$ cat config.mk
export PLATFORM = sky130hd
export DESIGN_NAME = regbank_arbiter
export DESIGN_NICKNAME = d
export VERILOG_FILES = /design/src/rtl/regbank_arbiter_pkg.sv /design/src/rtl/regbank_store.sv /design/src/rtl/regbank_arbiter.sv
export SDC_FILE = /design/constraint.sdc
export NUM_CORES = 1
export LEC_CHECK = 0
export BUFFER_PORTS_ARGS = -buffer_cell sky130_fd_sc_hd__buf_2
export CELL_PAD_IN_SITES_DETAIL_PLACEMENT = 1
export CELL_PAD_IN_SITES_GLOBAL_PLACEMENT = 2
export CORE_ASPECT_RATIO = 1.4
export CORE_MARGIN = 1
export CORE_UTILIZATION = 36
export CTS_CLUSTER_SIZE = 28
export DETAILED_ROUTE_END_ITERATION = 6
export PLACE_DENSITY = 0.89
export SYNTH_ARGS = -nofsm -noshare
export SYNTH_HDL_FRONTEND = slang
export SYNTH_SLANG_ARGS = --single-unit
export TNS_END_PERCENT = 1
$ cat constraint.sdc
create_clock -name clk -period 3.3 [get_ports clk]
set_clock_uncertainty 0.05 [all_clocks]
set_input_delay 0.165 -clock clk [delete_from_list [all_inputs] [get_ports clk]]
set_output_delay 0.165 -clock clk [all_outputs]
set_load 0.01 [all_outputs]
$ cat src/rtl/regbank_arbiter_pkg.sv
// Shared definitions for the register-bank arbiter: FSM state encoding and lock timing.
package regbank_arbiter_pkg;

    typedef enum logic [1:0] {
        ST_IDLE   = 2'd0,
        ST_LOCKED = 2'd1,
        ST_DRAIN  = 2'd2
    } state_t;

    localparam int LOCK_MAX_DEFAULT = 4;
    localparam int LOCK_CNT_W       = 4;

endpackage

$ cat src/rtl/regbank_store.sv
// Register bank storage: combinational read and a write port that can also retire a
// drained post-buffer entry in the same cycle.
module regbank_store
    import regbank_arbiter_pkg::*;
#(
    parameter int ADRW = 1,
    parameter int DATW = 3
) (
    input  logic                         clk,
    input  logic                         nrst,
    input  logic                         drain_we,
    input  logic [ADRW-1:0]              drain_adr,
    input  logic [DATW-1:0]              drain_data,
    input  logic                         we,
    input  logic [ADRW-1:0]              wadr,
    input  logic [DATW-1:0]              wdata,
    input  logic [ADRW-1:0]              radr,
    output logic [DATW-1:0]              rdata,
    output logic [(2**ADRW)*DATW-1:0]    regs_flat
);

    localparam int NREG = 2**ADRW;

    logic [DATW-1:0] mem [NREG];

    // The drain entry is retired first so a primary write to the same address wins.
    always_ff @(posedge clk or negedge nrst) begin
        if (!nrst) begin
            for (int i = 0; i < NREG; i++) begin
                mem[i] <= '0;
            end
        end else begin
            for (int i = 0; i < NREG; i++) begin
                if (we && wadr == ADRW'(i)) begin
                    mem[i] <= wdata;
                end else if (drain_we && drain_adr == ADRW'(i)) begin
                    mem[i] <= drain_data;
                end
            end
        end
    end

    assign rdata = mem[radr];

    for (genvar g = 0; g < NREG; g++) begin : g_flat
        assign regs_flat[g*DATW +: DATW] = mem[g];
    end

endmodule

$ cat src/rtl/regbank_arbiter.sv
// Arbitrates a single-port register bank between an external bus slave and an internal
// requester that can hold a timed lock; bus writes during a lock are parked in a post buffer.
//
// state     | meaning
// ----------+-----------------------------------------------------------------
// ST_IDLE   | bus write > bus read > internal request share the port
// ST_LOCKED | internal side owns writes, bus writes go to the post buffer
// ST_DRAIN  | one cycle: post buffer retired to the bank, no internal grant
module regbank_arbiter
    import regbank_arbiter_pkg::*;
#(
    parameter int ADRW     = 1,
    parameter int DATW     = 3,
    parameter int LOCK_MAX = LOCK_MAX_DEFAULT
) (
    input  logic                         clk,
    input  logic                         nrst,
    input  logic                         bus_do_write,
    input  logic                         bus_do_read,
    input  logic [ADRW-1:0]              bus_adr,
    input  logic [DATW-1:0]              bus_wdata,
    output logic [DATW-1:0]              bus_rdata,
    input  logic                         int_req,
    input  logic                         int_we,
    input  logic                         int_lock,
    input  logic [ADRW-1:0]              int_adr,
    input  logic [DATW-1:0]              int_wdata,
    output logic                         int_gnt,
    output logic                         int_rvalid,
    output logic [DATW-1:0]              int_rdata,
    output logic                         err_lock,
    output logic                         err_ovf,
    output logic [(2**ADRW)*DATW-1:0]    reg_out
);

    state_t                state;
    logic [LOCK_CNT_W-1:0] lock_cnt;
    logic                  pb_valid;
    logic [ADRW-1:0]       pb_adr;
    logic [DATW-1:0]       pb_data;

    logic                  gnt;
    logic                  st_we;
    logic                  drain_we;
    logic [ADRW-1:0]       st_wadr;
    logic [DATW-1:0]       st_wdata;
    logic [ADRW-1:0]       rd_adr;
    logic [DATW-1:0]       st_rdata;
    logic                  bus_rd_go;
    logic                  pb_hit;
    logic                  release_now;
    logic                  timeout;
    logic                  pb_valid_nx;

    always_comb begin
        gnt       = 1'b0;
        st_we     = 1'b0;
        drain_we  = 1'b0;
        bus_rd_go = bus_do_read && !bus_do_write;
        case (state)
            ST_IDLE: begin
                gnt   = nrst && int_req && !bus_do_write && !bus_do_read;
                st_we = bus_do_write || (gnt && int_we);
            end
            ST_LOCKED: begin
                gnt   = nrst && int_req && !bus_rd_go;
                st_we = gnt && int_we;
            end
            ST_DRAIN: begin
                drain_we = 1'b1;
                st_we    = bus_do_write;
            end
            default: begin
                gnt = 1'b0;
            end
        endcase
        st_wadr  = gnt ? int_adr : bus_adr;
        st_wdata = gnt ? int_wdata : bus_wdata;
        rd_adr   = gnt ? int_adr : bus_adr;
    end

    assign int_gnt     = gnt;
    assign pb_hit      = pb_valid && (pb_adr == bus_adr);
    assign release_now = (state == ST_LOCKED) && gnt && int_we && !int_lock;
    assign timeout     = (state == ST_LOCKED) && !release_now
                         && (lock_cnt == LOCK_CNT_W'(LOCK_MAX - 1));
    assign pb_valid_nx = pb_valid || ((state == ST_LOCKED) && bus_do_write);

    always_ff @(posedge clk or negedge nrst) begin
        if (!nrst) begin
            state      <= ST_IDLE;
            lock_cnt   <= '0;
            pb_valid   <= 1'b0;
            pb_adr     <= '0;
            pb_data    <= '0;
            bus_rdata  <= '0;
            int_rvalid <= 1'b0;
            int_rdata  <= '0;
            err_lock   <= 1'b0;
            err_ovf    <= 1'b0;
        end else begin
            int_rvalid <= gnt && !int_we;
            if (gnt && !int_we) begin
                int_rdata <= st_rdata;
            end
            if (bus_rd_go) begin
                bus_rdata <= pb_hit ? pb_data : st_rdata;
            end
            case (state)
                ST_IDLE: begin
                    if (gnt && !int_we && int_lock) begin
                        state    <= ST_LOCKED;
                        lock_cnt <= '0;
                    end
                end
                ST_LOCKED: begin
                    lock_cnt <= lock_cnt + 1'b1;
                    if (bus_do_write) begin
                        pb_valid <= 1'b1;
                        pb_adr   <= bus_adr;
                        pb_data  <= bus_wdata;
                        if (pb_valid) begin
                            err_ovf <= 1'b1;
                        end
                    end
                    if (release_now || timeout) begin
                        state <= pb_valid_nx ? ST_DRAIN : ST_IDLE;
                    end
                    if (timeout) begin
                        err_lock <= 1'b1;
                    end
                end
                ST_DRAIN: begin
                    pb_valid <= 1'b0;
                    state    <= ST_IDLE;
                end
                default: begin
                    state <= ST_IDLE;
                end
            endcase
        end
    end

    regbank_store #(
        .ADRW (ADRW),
        .DATW (DATW)
    ) u_store (
        .clk        (clk),
        .nrst       (nrst),
        .drain_we   (drain_we),
        .drain_adr  (pb_adr),
        .drain_data (pb_data),
        .we         (st_we),
        .wadr       (st_wadr),
        .wdata      (st_wdata),
        .radr       (rd_adr),
        .rdata      (st_rdata),
        .regs_flat  (reg_out)
    );

endmodule

Yosys cells after proc, flatten, opt, wreduce, memory -nomap -nowiden --
Cells that the tools add are included.
Storage, ports and cells: register bits after elaboration 26, bits in latches 0, bits in read-only memories 0, input bits 15, bits in writable memories 0, output and inout port bits 16, word-level logic and storage cells 85, memories kept 0
Operators by class: bitwise gates (word level) 3, add/subtract/negate cells 1, multipliers 0, equality and inequality tests 7, shift-type cells 0, $lt $le $gt $ge 1, multiplexer cells 21, reductions and logical operators 40, divide/modulo/power cells 0
Operators with widths (count):
- $mux 3 | 9
- $logic_and 1x1->1 | 20
- $reduce_and 2->1 | 5
- $pmux 4 s2 | 1
- $reduce_bool 2->1 | 4
- $logic_not 1->1 | 6
- $mux 2 | 3
- $add 4x1->4 const B | 1
- $eq 4x2->1 const B | 1
- $mux 4 | 1
- $ne 2x2->1 const B | 2
- $pmux 1 s2 | 2
- $pmux 2 s2 | 1
- $logic_or 1x1->1 | 3
- $mux 1 | 3
- $pmux 1 s3 | 1
- $reduce_and 3->1 | 1
- $eq 2x1->1 const B | 1
- $eq 2x2->1 const B | 1
- $ge 2x2->1 const B | 1
- $logic_not 2->1 | 1
- $ne 2x1->1 const B | 1
- $not 1->1 | 2
- $not 1->2 | 1
- $eq 1x1->1 | 1

Logic depth before layout (Yosys ltp) --
Gate-level depths: netlist of the first run.
word-level depth 14, mapped depth 5, depth with buffers taken out 5

Hierarchy --
A second synthesis of the first run with hierarchy kept.
Unflattened totals: cells, all modules 117, area, all modules 1325.0 um2
Modules (own cells, without submodules):
- regbank_arbiter | instances 1, area an instance 996.0 um2, cells each 86, sequential area each 500.5 um2
- regbank_store | instances 1, area an instance 329.1 um2, cells each 31, sequential area each 150.1 um2

Worst setup path before layout of the first run --
OpenSTA, ideal clock, no wires.
path type register to register, start reg state[1], end reg u_store.mem (netlist bit u_store.regs_flat[3]), library setup time 0.132 ns, data required time 3.118 ns, cell stages (with the launch flop) 5, path slack 1.658 ns, period minus slack after synthesis 1.642 ns, arrival time 1.459 ns, path buffers 0, cell sequence dfrtp_1 -> nand3b_1 -> nor3_4 -> a32oi_2 -> mux2i_1
Between the ends: cells in the longest elaborated chain, start to end 5, elaborated cells between the ends (all ways) 12, classes of those cells eq/ne (2); mux (6); reduce/logical (4)
RTL lines:
- start: declaration | RTL line regbank_arbiter.sv:36 | state_t state;
- start signal: assignment | RTL line regbank_arbiter.sv:127 | state <= pb_valid_nx ? ST_DRAIN : ST_IDLE;
- $eq 2x1->1 / $logic_not 2->1 (equally long branches) | RTL line regbank_arbiter.sv:60 | case (state)
- $pmux 1 s2 (*) | RTL line regbank_arbiter.sv:60
- named net int_gnt | RTL line regbank_arbiter.sv:28 | output logic int_gnt,
- $mux 1 | RTL line regbank_arbiter.sv:77 | st_wadr = gnt ? int_adr : bus_adr;
- $logic_and 1x1->1 | RTL line regbank_store.sv:34 | if (we && wadr == ADRW'(i)) begin
- $mux 3 / $reduce_bool 2->1 (equally long branches)
- end signal: indexed assignment | RTL line regbank_store.sv:35 | mem[i] <= wdata;
- end signal: indexed assignment | RTL line regbank_store.sv:37 | mem[i] <= drain_data;
- end: declaration | RTL line regbank_store.sv:24 | logic [DATW-1:0] mem [NREG];
Mark *: on every way through the listed nets, which the timed path passes. The rest lies on a longest branch. A chain may end at the register's enable or synchronous reset.

Worst setup path in the final report of the first run --
start in nrst, end out int_gnt
Between the ends: cells in the longest elaborated chain, start to end 4, elaborated cells between the ends (all ways) 5, classes of those cells mux (1); reduce/logical (4)
RTL lines:
- start: declaration | RTL line regbank_arbiter.sv:17 | input logic nrst,
- $logic_and 1x1->1 (*) | RTL line regbank_arbiter.sv:62, regbank_arbiter.sv:66
- $logic_and 1x1->1 (2 in series) | RTL line regbank_arbiter.sv:62 | gnt = nrst && int_req && !bus_do_write && !bus_do_read;
- $pmux 1 s2 (*) | RTL line regbank_arbiter.sv:60
- end: declaration | RTL line regbank_arbiter.sv:28
Mark *: on every way between the ends. The rest lies on a longest branch, timed or not.

==> flow_metrics.tcl, run 1 <==
set metrics [dict create \
    status "completed" \
    synth_top_cells_by_area "sky130_fd_sc_hd__dfrtp_1, sky130_fd_sc_hd__mux2i_1, sky130_fd_sc_hd__mux2_2, sky130_fd_sc_hd__nand2_1, sky130_fd_sc_hd__nand2b_1" \
    pwr-share-seq_pct 42.3 \
    dp_hpwl_um 2781 \
    internal_pwr_total_w 0.0008589 \
    gr-usage-all-layers_pct 17.73 \
    diodes 0 \
    io_buffer_count 30 \
    vdd_ir_drop_max_mv 0.4573 \
    tritoncts.num_buffers 3 \
    timing.max_cap.violations 0 \
    fin_cells 207 \
    finalCritPeriodShare_pct 62.87 \
    fp.dieArea_um2 4257 \
    clk_lat_worst_skew_ns 0.28 \
    dpl.cell_count 202 \
    cts_resized 0 \
    pre_cts_ws_ns 1.379 \
    grt_residual_overflow 0 \
    yosys.cell_types.count 38 \
    grt_antenna_before_repair 0 \
    path_max_fanout 9 \
    synth_warnings 0 \
    tritoncts "yes" \
    grt_first_pass_wirelength_um 6099 \
    layout-area-overhead-vs-synth_pct 16.96 \
    gp_routability_congestion 0.7996 \
    totalNegativeSetupSlack_ns 0 \
    achievable-frequency_mhz 482.0 \
    clock_tree.root_cell "sky130_fd_sc_hd__clkbuf_8" \
    floorplan.die.width_um 55.43 \
    buffers_inserted_during_post_cts_setup_optimization 0 \
    syn_nets 150 \
    grt_max_degree 25 \
    io_pins 31 \
    timing_hold_violations_final 0 \
    timing.slew.headroom_pct 49.51 \
    worstSetupStartpointType "primary input" \
    post-synth-top-area-fraction_pct 45.22 \
    worst_endpoint_data_arrival_time_ns 1.86 \
    ctsLongestPathBuffers 2 \
    postSynthCellCount 134 \
    synth.ff_latch_count 26 \
    power.share.combinational_pct 42.7 \
    synthesis.area_um2 1439 \
    min_path_type "primary input to flip-flop" \
    synth.yosys.seq_area_share_pct 45.22 \
    power-per-cell-area_nw_per_um2 839.1 \
    rsz0062_at_grt "no" \
    worst-r2r-setup-slack_ns 1.34 \
    core_um2 3741 \
    final_layout_size_suffix_gt1_share_pct 28.48 \
    initial_standard_cell_utilization_of_the_core_pct 38.46 \
    finalCriticalPeriod_ns 2.075 \
    die_h_um 76.81 \
    leakagePower_nw 0.7514 \
    first_global_vias 1238 \
    vias 1136 \
    mostFrequentLayoutCells "sky130_fd_sc_hd__buf_2, sky130_fd_sc_hd__dfrtp_1, sky130_fd_sc_hd__mux2i_1, sky130_fd_sc_hd__nand2_1, sky130_fd_sc_hd__nand2b_1" \
    drtPass1Iterations 2 \
    synth_largest_area_cell "sky130_fd_sc_hd__dfrtp_1" \
    vias_per_cell 5.488 \
    clock_sink_count 26 \
    mostFrequentLayoutCell "sky130_fd_sc_hd__buf_2" \
    regArea_um2 650.6 \
    first_drt_iteration_drcs 11 \
    final_max_slew_viol_count 0 \
    worstMarginPinSlew_ns 0.7559 \
    worst_slack_ns 1.225 \
    routedWlPerCell_um 16.87 \
    detail-route-antenna-nets 0 \
    average_cell_area_after_synthesis_um2 10.74 \
    multi_input_comb_area_um2 749.5 \
    number_of_remaining_drc_errors 0 \
    cts_max_level 1 \
    clock_network_power_share_pct 15.1 \
    p_sw_share_pct 39.17 \
    nFillCells 421 \
    totalWireLength_um 3492 \
    nNetsFinal 182 \
    finalSetupViolations 0 \
    std_cell_rows 26 \
    register_clock_pin_slew_on_the_reported_worst_setup_and_hold_paths_ns 0.09 \
    critPathRequiredTime_ns 3.08 \
    path_class "primary input to output pin" \
    sw_power_w 0.0005531 \
    worstSetupEndpointType "output pin" \
    hold_buffers 1 \
]
final timing paths:
check,from,end,depth (start not counted)
setup / recovery,nrst,int_gnt,5
hold / removal,bus_wdata[0],pb_data[0]$_DFFE_PN0P_,2
setup reg to reg,state[0]$_DFFE_PN0P_,u_store.regs_flat[5]$_DFFE_PN0P_,4
hold reg to reg,err_lock$_DFFE_PN0P_,err_lock$_DFFE_PN0P_,1
max in group asynchronous,nrst,err_ovf$_DFFE_PN0P_,3
min in group asynchronous,nrst,state[0]$_DFFE_PN0P_,2
cells by family (layout without fill, tap and decap cells):
logic type               after synthesis  in the layout  synth area share, %
AO/OA/AOI/OAI                         26             26                14.17
adder cells (fa/ha/maj)                1              1               0.8694
buffers and inverters                  7             38                2.696
multiplexers                          21             21                15.39
AND/OR/NAND/NOR                       52             52                21.04
XOR/XNOR                               1              1               0.6088
flip-flops                            26             26                45.22
power by group through the flow:
stage	combinational (W)	sequential [W]	clock [W]
2_1_floorplan	0.000398	0.000605	0
3_3_place_gp	0.000585	0.000593	0
3_5_place_dp	0.000605	0.000604	0
4_1_cts	0.000611	0.000598	0.000215
5_1_grt	0.000670	0.000620	0.000232
6_report	0.000603	0.000597	0.000213
cell usage after synthesis (all sizes together):
| library cell | instances |
|---|---|
| dfrtp | 26 |
| mux2i | 15 |
| nand2 | 15 |
| nand2b | 8 |
| nor2b | 7 |
| mux2 | 6 |
| a21oi | 5 |
| buf | 5 |
| nor2 | 5 |
| a32oi | 4 |
| nand3 | 4 |
| nor4 | 4 |
| a211oi | 3 |
| nand3b | 3 |
| o211ai | 3 |
| a21o | 2 |
| inv | 2 |
| nand4 | 2 |
| a21boi | 1 |
| a22o | 1 |
| a31o | 1 |
| a41o | 1 |
| and2 | 1 |
| and3b | 1 |
| ha | 1 |
| nor3 | 1 |
| nor3b | 1 |
| o21a | 1 |
| o21ai | 1 |
| o21bai | 1 |
| o221a | 1 |
| o22ai | 1 |
| xnor2 | 1 |
worst max-delay path, stage by stage:
cell	delay, ns
sky130_fd_sc_hd__dlygate4sd3_1	0.51
sky130_fd_sc_hd__buf_2	0.17
sky130_fd_sc_hd__nand3b_1	0.29
sky130_fd_sc_hd__nor3_4	0.48
sky130_fd_sc_hd__buf_2	0.23
stage by stage:
step	total power (W)	utilization (%)	hold slack, ns	area (um2)
6_report	0.001412	44.98	0.08029	1683
5_1_grt	0.001522	44.98	0.08569	1683
4_1_cts	0.001424	44.98	0.08378	1683
3_5_place_dp	0.001209	43.24	-0.05980	1618
3_3_place_gp	0.001178	43.24	-0.06447	1618
2_1_floorplan	0.001003	-	-0.1806	1439
metal layers:
metal	up-vias	wire length [um]	GRT usage (%)
met5	-	0	0
met4	0	25	4.500
met3	2	81	1.855
met2	19	1978	34.10
met1	561	1407	20.41
li1	554	-	-
registers in the layout, summed over array words and instances, names as in the netlist:
signal,count
u_store.regs_flat,6
lock_cnt,4
bus_rdata,3
int_rdata,3
pb_data,3
state,2
err_lock,1
err_ovf,1
int_rvalid,1
pb_adr,1
pb_valid,1
area by class of cell:
class                   instances  share of cell area (%)
well taps                      42                   3.123
inverters                       2                  0.4461
repair buffers                 32                   9.963
flip-flops and latches         26                   38.66
clock buffers                   4                   3.271
multi-input cells             101                   44.54
Power figures use the tool's default switching activity.
==> inputs of run 2 (changes only) <==
--- a/config.mk
+++ b/config.mk
@@ -5,15 +5,16 @@
 export SDC_FILE = /design/constraint.sdc
 export NUM_CORES = 1
 export LEC_CHECK = 0
+export ABC_AREA = 1
 export BUFFER_PORTS_ARGS = -buffer_cell sky130_fd_sc_hd__buf_2
 export CELL_PAD_IN_SITES_DETAIL_PLACEMENT = 1
 export CELL_PAD_IN_SITES_GLOBAL_PLACEMENT = 2
 export CORE_ASPECT_RATIO = 1.4
 export CORE_MARGIN = 1
-export CORE_UTILIZATION = 36
+export CORE_UTILIZATION = 27
 export CTS_CLUSTER_SIZE = 28
 export DETAILED_ROUTE_END_ITERATION = 6
-export PLACE_DENSITY = 0.89
+export PLACE_DENSITY = 0.79
 export SYNTH_ARGS = -nofsm -noshare
 export SYNTH_HDL_FRONTEND = slang
 export SYNTH_SLANG_ARGS = --single-unit
==> constraint.sdc (replaced) <==
create_clock -name clk -period 1.85 [get_ports clk]
set_clock_uncertainty 0.05 [all_clocks]
set_input_delay 0.0925 -clock clk [delete_from_list [all_inputs] [get_ports clk]]
set_output_delay 0.0925 -clock clk [all_outputs]
set_load 0.01 [all_outputs]
==> run 2 against run 1 <==
Effect of this change: core utilization is 9.9 points lower; total power is 67% higher; design area is 2.6% higher; first-iteration DRC count grew to 3.3 times the previous value; clock-buffer cell count stayed put; die area is 30% higher; flip-flop and latch count stayed put; sequential power is 63% higher; synthesized area is 2.1% lower; combinational power is 67% higher; synthesized cell count is 31% higher; critical endpoint is now u_store.regs_flat[3]$_DFFE_PN0P_; largest cell class unchanged.
==> flow_metrics.tcl, run 2 <==
set metrics [dict create \
    status "completed" \
    grt_antenna_before_repair 0 \
    tritoncts "yes" \
    finalCritPeriodShare_pct 85.09 \
    synth_top_cells_by_area "sky130_fd_sc_hd__dfrtp_1, sky130_fd_sc_hd__nand2_1, sky130_fd_sc_hd__inv_1, sky130_fd_sc_hd__nand3_1, sky130_fd_sc_hd__nor2_1" \
    vdd_ir_drop_max_mv 0.2955 \
    clock_sink_count 26 \
    gr-usage-met2_pct 26.20 \
    die_h_um 87.47 \
    grt_max_degree 27 \
    achievable-frequency_mhz 635.2 \
    yosys.cell_types.count 21 \
    routedWlPerCell_um 12.65 \
    core_um2 4917 \
    crit_start "state[1]$_DFFE_PN0P_" \
    gp_routability_congestion 0.8109 \
    nNetsFinal 230 \
    r2r_end "u_store.regs_flat[3]$_DFFE_PN0P_" \
    fin_cells 277 \
    worst-r2r-setup-slack_ns 0.28 \
    cts_resized 0 \
    nFillCells 627 \
    final_design_area_no_fill_um2 1727 \
    synth_flop_cell "sky130_fd_sc_hd__dfrtp_1" \
    std_cell_rows 30 \
    layout.core_utilization_pct 35.11 \
    final_max_slew_viol_count 0 \
    power-per-cell-area_nw_per_um2 1369 \
    floorplan.die.width_um 63.05 \
    average_cell_area_after_synthesis_um2 8.051 \
    reg2reg_from "state[1]$_DFFE_PN0P_" \
    most_frequent_cell_after_synthesis "sky130_fd_sc_hd__nand2_1" \
    grt_residual_overflow 0 \
    tritoncts.num_buffers 3 \
    synth_warnings 0 \
    path_class "flip-flop to flip-flop" \
    layout-area-overhead-vs-synth_pct 22.56 \
    buffers_inserted_during_post_cts_setup_optimization 0 \
    initial_standard_cell_utilization_of_the_core_pct 28.65 \
    worst-r2r-cell-count 10 \
    first_global_vias 1336 \
    share_of_flip_flops_with_an_asynchronous_set_or_reset_after_synthesis_pct 100.0 \
    post-synth-top-area-fraction_pct 46.18 \
    worstSetupStartpointType "flip-flop" \
    min_path_type "primary input to flip-flop" \
    ctsLongestPathBuffers 2 \
    critPathRequiredTime_ns 1.97 \
    vias_per_cell 4.440 \
    cts_max_level 1 \
    vias 1230 \
    diodes 0 \
    syn_nets 191 \
    path_max_fanout 10 \
    gr-max-usage-layer "met2" \
    timing.critical_path.to "u_store.regs_flat[3]$_DFFE_PN0P_" \
    fp.dieArea_um2 5515 \
    detail-route-antenna-nets 0 \
    timing.max_cap.violations 0 \
    first_drt_iteration_drcs 36 \
    timing_hold_violations_final 0 \
    global_routing_usage_on_met1_pct 18.02 \
    final_layout_size_suffix_gt1_share_pct 26.29 \
    totalWireLength_um 3503 \
    worstSetupEndpointType "flip-flop" \
    gr-usage-all-layers_pct 14.67 \
    dpl-instance-area_um2 1662 \
    grt_first_pass_wirelength_um 6320 \
    synth_largest_area_cell "sky130_fd_sc_hd__dfrtp_1" \
    register_clock_pin_slew_on_the_reported_worst_setup_and_hold_paths_ns 0.09 \
    io_pins 31 \
    leakagePower_nw 0.9143 \
    worstMarginPinSlew_ns 0.3459 \
    mostFrequentLayoutCells "sky130_fd_sc_hd__nand2_1, sky130_fd_sc_hd__buf_2, sky130_fd_sc_hd__dfrtp_1" \
    postSynthCellCount 175 \
    largest_reg_flops 6 \
    worst_hold_check_slack_ns 0.02487 \
    finalCriticalPeriod_ns 1.574 \
    io_buffer_count 30 \
    synthesis.area_um2 1409 \
    totalNegativeSetupSlack_ns 0 \
    drtPass1Iterations 4 \
    clk_lat_worst_skew_ns 0.28 \
    number_of_remaining_drc_errors 0 \
    mostFrequentLayoutCell "sky130_fd_sc_hd__nand2_1" \
    synth.ff_latch_count 26 \
    globalRouteMet3Util_pct 1.309 \
    rsz0062_at_grt "no" \
    timing.slew.headroom_pct 76.94 \
    dpl.cell_count 272 \
    clock_tree.root_cell "sky130_fd_sc_hd__clkbuf_8" \
    yosys-top-cells-count "sky130_fd_sc_hd__nand2_1, sky130_fd_sc_hd__dfrtp_1, sky130_fd_sc_hd__inv_1" \
    worst_endpoint_data_arrival_time_ns 1.70 \
    finalSetupViolations 0 \
    dp_hpwl_um 2777 \
    synth.yosys.seq_area_share_pct 46.18 \
    synth_edf_count 0 \
]
==> run 2: cell count changes after synthesis, sizes merged, moves of 4 or more <==
cell,delta
nand3,+14
inv,+25
nand2b,-8
a21oi,+5
nor4,-4
nor2b,-7
nor2,+18
a32oi,-4
mux2i,-15
mux2,-6
nand2,+31
o21ai,+14
buf,-5
==> run 2: worst max-delay path, cell delays in order, from the launching register on <==
cell,delay (ns)
sky130_fd_sc_hd__dfrtp_1,0.41
sky130_fd_sc_hd__inv_1,0.14
sky130_fd_sc_hd__nand3_4,0.15
sky130_fd_sc_hd__nor2_8,0.23
sky130_fd_sc_hd__nand2_4,0.09
sky130_fd_sc_hd__nand2_4,0.10
sky130_fd_sc_hd__nand2_4,0.08
sky130_fd_sc_hd__inv_2,0.07
sky130_fd_sc_hd__nand2_1,0.04
sky130_fd_sc_hd__nand2_1,0.06
sky130_fd_sc_hd__nand2_1,0.05
==> run 2: worst min path at each step <==
stage,slack [ns],cells past startpoint,to,from
after floorplan,-0.25,0,bus_rdata[0]$_DFFE_PN0P_,nrst
after global placement,0.14,2,lock_cnt[2]$_DFFE_PN0P_,nrst
after detailed placement,0.14,2,lock_cnt[0]$_DFFE_PN0P_,nrst
after CTS,0.02,3,pb_data[2]$_DFFE_PN0P_,bus_wdata[2]
after global routing,0.05,3,pb_data[2]$_DFFE_PN0P_,bus_wdata[2]
final,0.02,3,pb_data[2]$_DFFE_PN0P_,bus_wdata[2]
==> run 2: cells by family (layout without fill, tap and decap cells) <==
kind of cell	count (synthesis)	in the layout	share of synthesized area [%]
adders and majority gates	1	1	0.8880
and+or+nand+nor	88	88	32.24
xor gates and xnor gates	2	2	1.244
DFF	26	26	46.18
buffers and inverters	28	66	7.549
AOI/OAI and AO/OA	30	30	11.90
==> run 2: metal layers <==
metal  share of wire (%)  routed length (um)
met3                 2.8                  97
met4                 1.3                  44
met2                  52                1810
met1                  44                1550
met5                   0                   0
==> run 2: through the flow <==
stage / setup slack (ns) / power [W]
after floorplan: 0.4122 / 0.001633
after global placement: 0.3245 / 0.001998
after detailed placement: 0.2957 / 0.002015
after CTS: 0.2752 / 0.002412
after global routing: 0.1068 / 0.002607
final: 0.2758 / 0.002363
==> run 2: area by class of cell <==
type                            instances  area [um2]  area share [%]
Clock buffer                            4       55.05           3.188
Inverter                               28       106.4           6.159
Multi-Input combinational cell        121       651.9           37.75
Sequential cell                        26       650.6           37.68
Tap cell                               64       80.08           4.638
Timing Repair Buffer                   34       182.7           10.58
==> run 2: timing repair <==
item,in CTS,in global routing
endpoints found under the setup margin,0,0
hold buffers,1,0
endpoints found under the hold margin,26,0
==> run 2: where the power goes <==
| part | leakage, nW | total (W) | switching (W) | internal (W) |
|---|---|---|---|---|
| Sequential | 0.306 | 0.000976 | 0.000171 | 0.000805 |
| Combinational | 0.579 | 0.00101 | 0.000609 | 0.000398 |
| Clock | 0.0288 | 0.000380 | 0.000189 | 0.000191 |
| Total | 0.914 | 0.00236 | 0.000969 | 0.00139 |
==> inputs of run 3 (changes only) <==
--- a/config.mk
+++ b/config.mk
@@ -15,6 +15,7 @@
 export CTS_CLUSTER_SIZE = 28
 export DETAILED_ROUTE_END_ITERATION = 6
 export PLACE_DENSITY = 0.79
+export RECOVER_POWER = 25
 export SYNTH_ARGS = -nofsm -noshare
 export SYNTH_HDL_FRONTEND = slang
 export SYNTH_SLANG_ARGS = --single-unit
==> run 3 against run 2 <==
Effect of this change: sequential power barely moved; final cell count unchanged; critical path type is now primary input to flip-flop; clock power is essentially flat.
==> flow_metrics.tcl, run 3 (same netlist as run 2, synthesis figures left out) <==
set metrics [dict create \
    routedWlPerCell_um 12.63 \
    finalCritPeriodShare_pct 85.85 \
    grt_antenna_before_repair 0 \
    crit_start "nrst" \
    regArea_um2 650.6 \
    tritoncts.num_buffers 3 \
    finalSetupViolations 0 \
    multi_input_comb_area_um2 651.9 \
    worstMarginPinSlew_ns 0.6731 \
    min_path_type "primary input to flip-flop" \
    final_max_slew_viol_count 0 \
    io_pins 31 \
    finalCriticalPeriod_ns 1.588 \
    first_drt_iteration_drcs 36 \
    largest_reg_flops 6 \
    fp.dieArea_um2 5515 \
    dp_hpwl_um 2777 \
    worst-r2r-cell-count 10 \
    core_um2 4917 \
    detail-route-antenna-nets 0 \
    mostFrequentLayoutCells "sky130_fd_sc_hd__nand2_1, sky130_fd_sc_hd__buf_2, sky130_fd_sc_hd__dfrtp_1" \
    number_of_remaining_drc_errors 0 \
    timing.max_cap.violations 0 \
    worst-r2r-setup-slack_ns 0.28 \
    die_h_um 87.47 \
    tritoncts "yes" \
    r2r_end "u_store.regs_flat[3]$_DFFE_PN0P_" \
    totalNegativeSetupSlack_ns 0 \
    io_buffer_count 30 \
    layout.core_utilization_pct 35.04 \
    vias_per_cell 4.444 \
    floorplan.die.width_um 63.05 \
    nNetsFinal 230 \
    worstSetupEndpointType "flip-flop" \
    leakagePower_nw 0.9109 \
    worst_endpoint_data_arrival_time_ns 1.71 \
    worst_hold_check_slack_ns 0.02479 \
    timing.slew.headroom_pct 55.13 \
    timing_hold_violations_final 0 \
    worstSetupStartpointType "primary input" \
    critPathRequiredTime_ns 1.97 \
    std_cell_rows 30 \
    mostFrequentLayoutCell "sky130_fd_sc_hd__nand2_1" \
    achievable-frequency_mhz 629.6 \
    totalWireLength_um 3499 \
    grt_first_pass_wirelength_um 6320 \
    vias 1231 \
    cts_max_level 1 \
    status "completed" \
    gr-usage-all-layers_pct 14.67 \
    gp_routability_congestion 0.8109 \
    timing.critical_path.to "u_store.regs_flat[3]$_DFFE_PN0P_" \
    diodes 0 \
    clk_lat_worst_skew_ns 0.28 \
    final_layout_size_suffix_gt1_share_pct 25.82 \
    rsz0062_at_grt "no" \
    reg2reg_from "state[1]$_DFFE_PN0P_" \
    ctsLongestPathBuffers 2 \
    vdd_ir_drop_max_mv 0.2955 \
    register_clock_pin_slew_on_the_reported_worst_setup_and_hold_paths_ns 0.10 \
    initial_standard_cell_utilization_of_the_core_pct 28.65 \
    clock_tree.root_cell "sky130_fd_sc_hd__clkbuf_8" \
    path_max_fanout 10 \
    clock_sink_count 26 \
    first_global_vias 1336 \
    power-per-cell-area_nw_per_um2 1371 \
    drtPass1Iterations 4 \
    grt_residual_overflow 0 \
    path_class "primary input to flip-flop" \
    nFillCells 628 \
    grt_max_degree 27 \
    layout-area-overhead-vs-synth_pct 22.29 \
]
-- run 3: worst min path at each step --
| stage | from | to | slack, ns | cells past startpoint |
|---|---|---|---|---|
| 2_1_floorplan | nrst | bus_rdata[0]$_DFFE_PN0P_ | -0.25 | 0 |
| 3_3_place_gp | nrst | lock_cnt[2]$_DFFE_PN0P_ | 0.14 | 2 |
| 3_5_place_dp | nrst | lock_cnt[0]$_DFFE_PN0P_ | 0.14 | 2 |
| 4_1_cts | bus_wdata[2] | pb_data[2]$_DFFE_PN0P_ | 0.02 | 3 |
| 5_1_grt | bus_wdata[2] | pb_data[2]$_DFFE_PN0P_ | 0.05 | 3 |
| 6_report | bus_wdata[2] | pb_data[2]$_DFFE_PN0P_ | 0.02 | 3 |
-- run 3: final cells by class --
class	count	area share [%]
multi-input combinational	121	37.84
timing repair buffer	34	10.38
inverter	28	6.173
clock buffer	4	3.195
tap	64	4.648
sequential	26	37.76
-- run 3: worst max-delay path: stages --
cell	delay [ns]
sky130_fd_sc_hd__dlygate4sd3_1	0.52
sky130_fd_sc_hd__clkbuf_1	0.20
sky130_fd_sc_hd__nand3_4	0.16
sky130_fd_sc_hd__nor2_8	0.23
sky130_fd_sc_hd__nand2_4	0.09
sky130_fd_sc_hd__nand2_4	0.10
sky130_fd_sc_hd__nand2_4	0.08
sky130_fd_sc_hd__inv_2	0.07
sky130_fd_sc_hd__nand2_1	0.04
sky130_fd_sc_hd__nand2_1	0.06
sky130_fd_sc_hd__nand2_1	0.05
-- run 3: metal layers --
metal	GRT usage (%)	up-vias	part of all wire, %
li1	-	632	-
met1	18.02	572	44
met2	26.20	23	52
met3	1.309	4	2.8
met4	5.708	0	1.3
met5	0	-	0
-- run 3: stage by stage --
step | std cells | setup slack (ns) | total power, W | cell area, um2
final | 277 | 0.2618 | 0.002362 | 1723
after global placement | 272 | 0.3245 | 0.001998 | 1662
after floorplan | 175 | 0.4122 | 0.001633 | 1409
after CTS | 277 | 0.2752 | 0.002412 | 1727
after detailed placement | 272 | 0.2957 | 0.002015 | 1662
after global routing | 277 | 0.1068 | 0.002606 | 1723
-- run 3: timing repair --
item | in CTS | in global routing
setup buffers | 0 | 0
gates resized for setup | 0 | 0
hold buffers | 1 | 0
endpoints found under the setup margin | 0 | 0
hold endpoints to repair | 26 | 0
-- run 3: power by group --
group | leakage, nW | internal (W) | total, W | switching (W)
Sequential | 0.306 | 0.000805 | 0.000976 | 0.000171
Combinational | 0.576 | 0.000397 | 0.00101 | 0.000609
Clock | 0.0288 | 0.000191 | 0.000380 | 0.000189
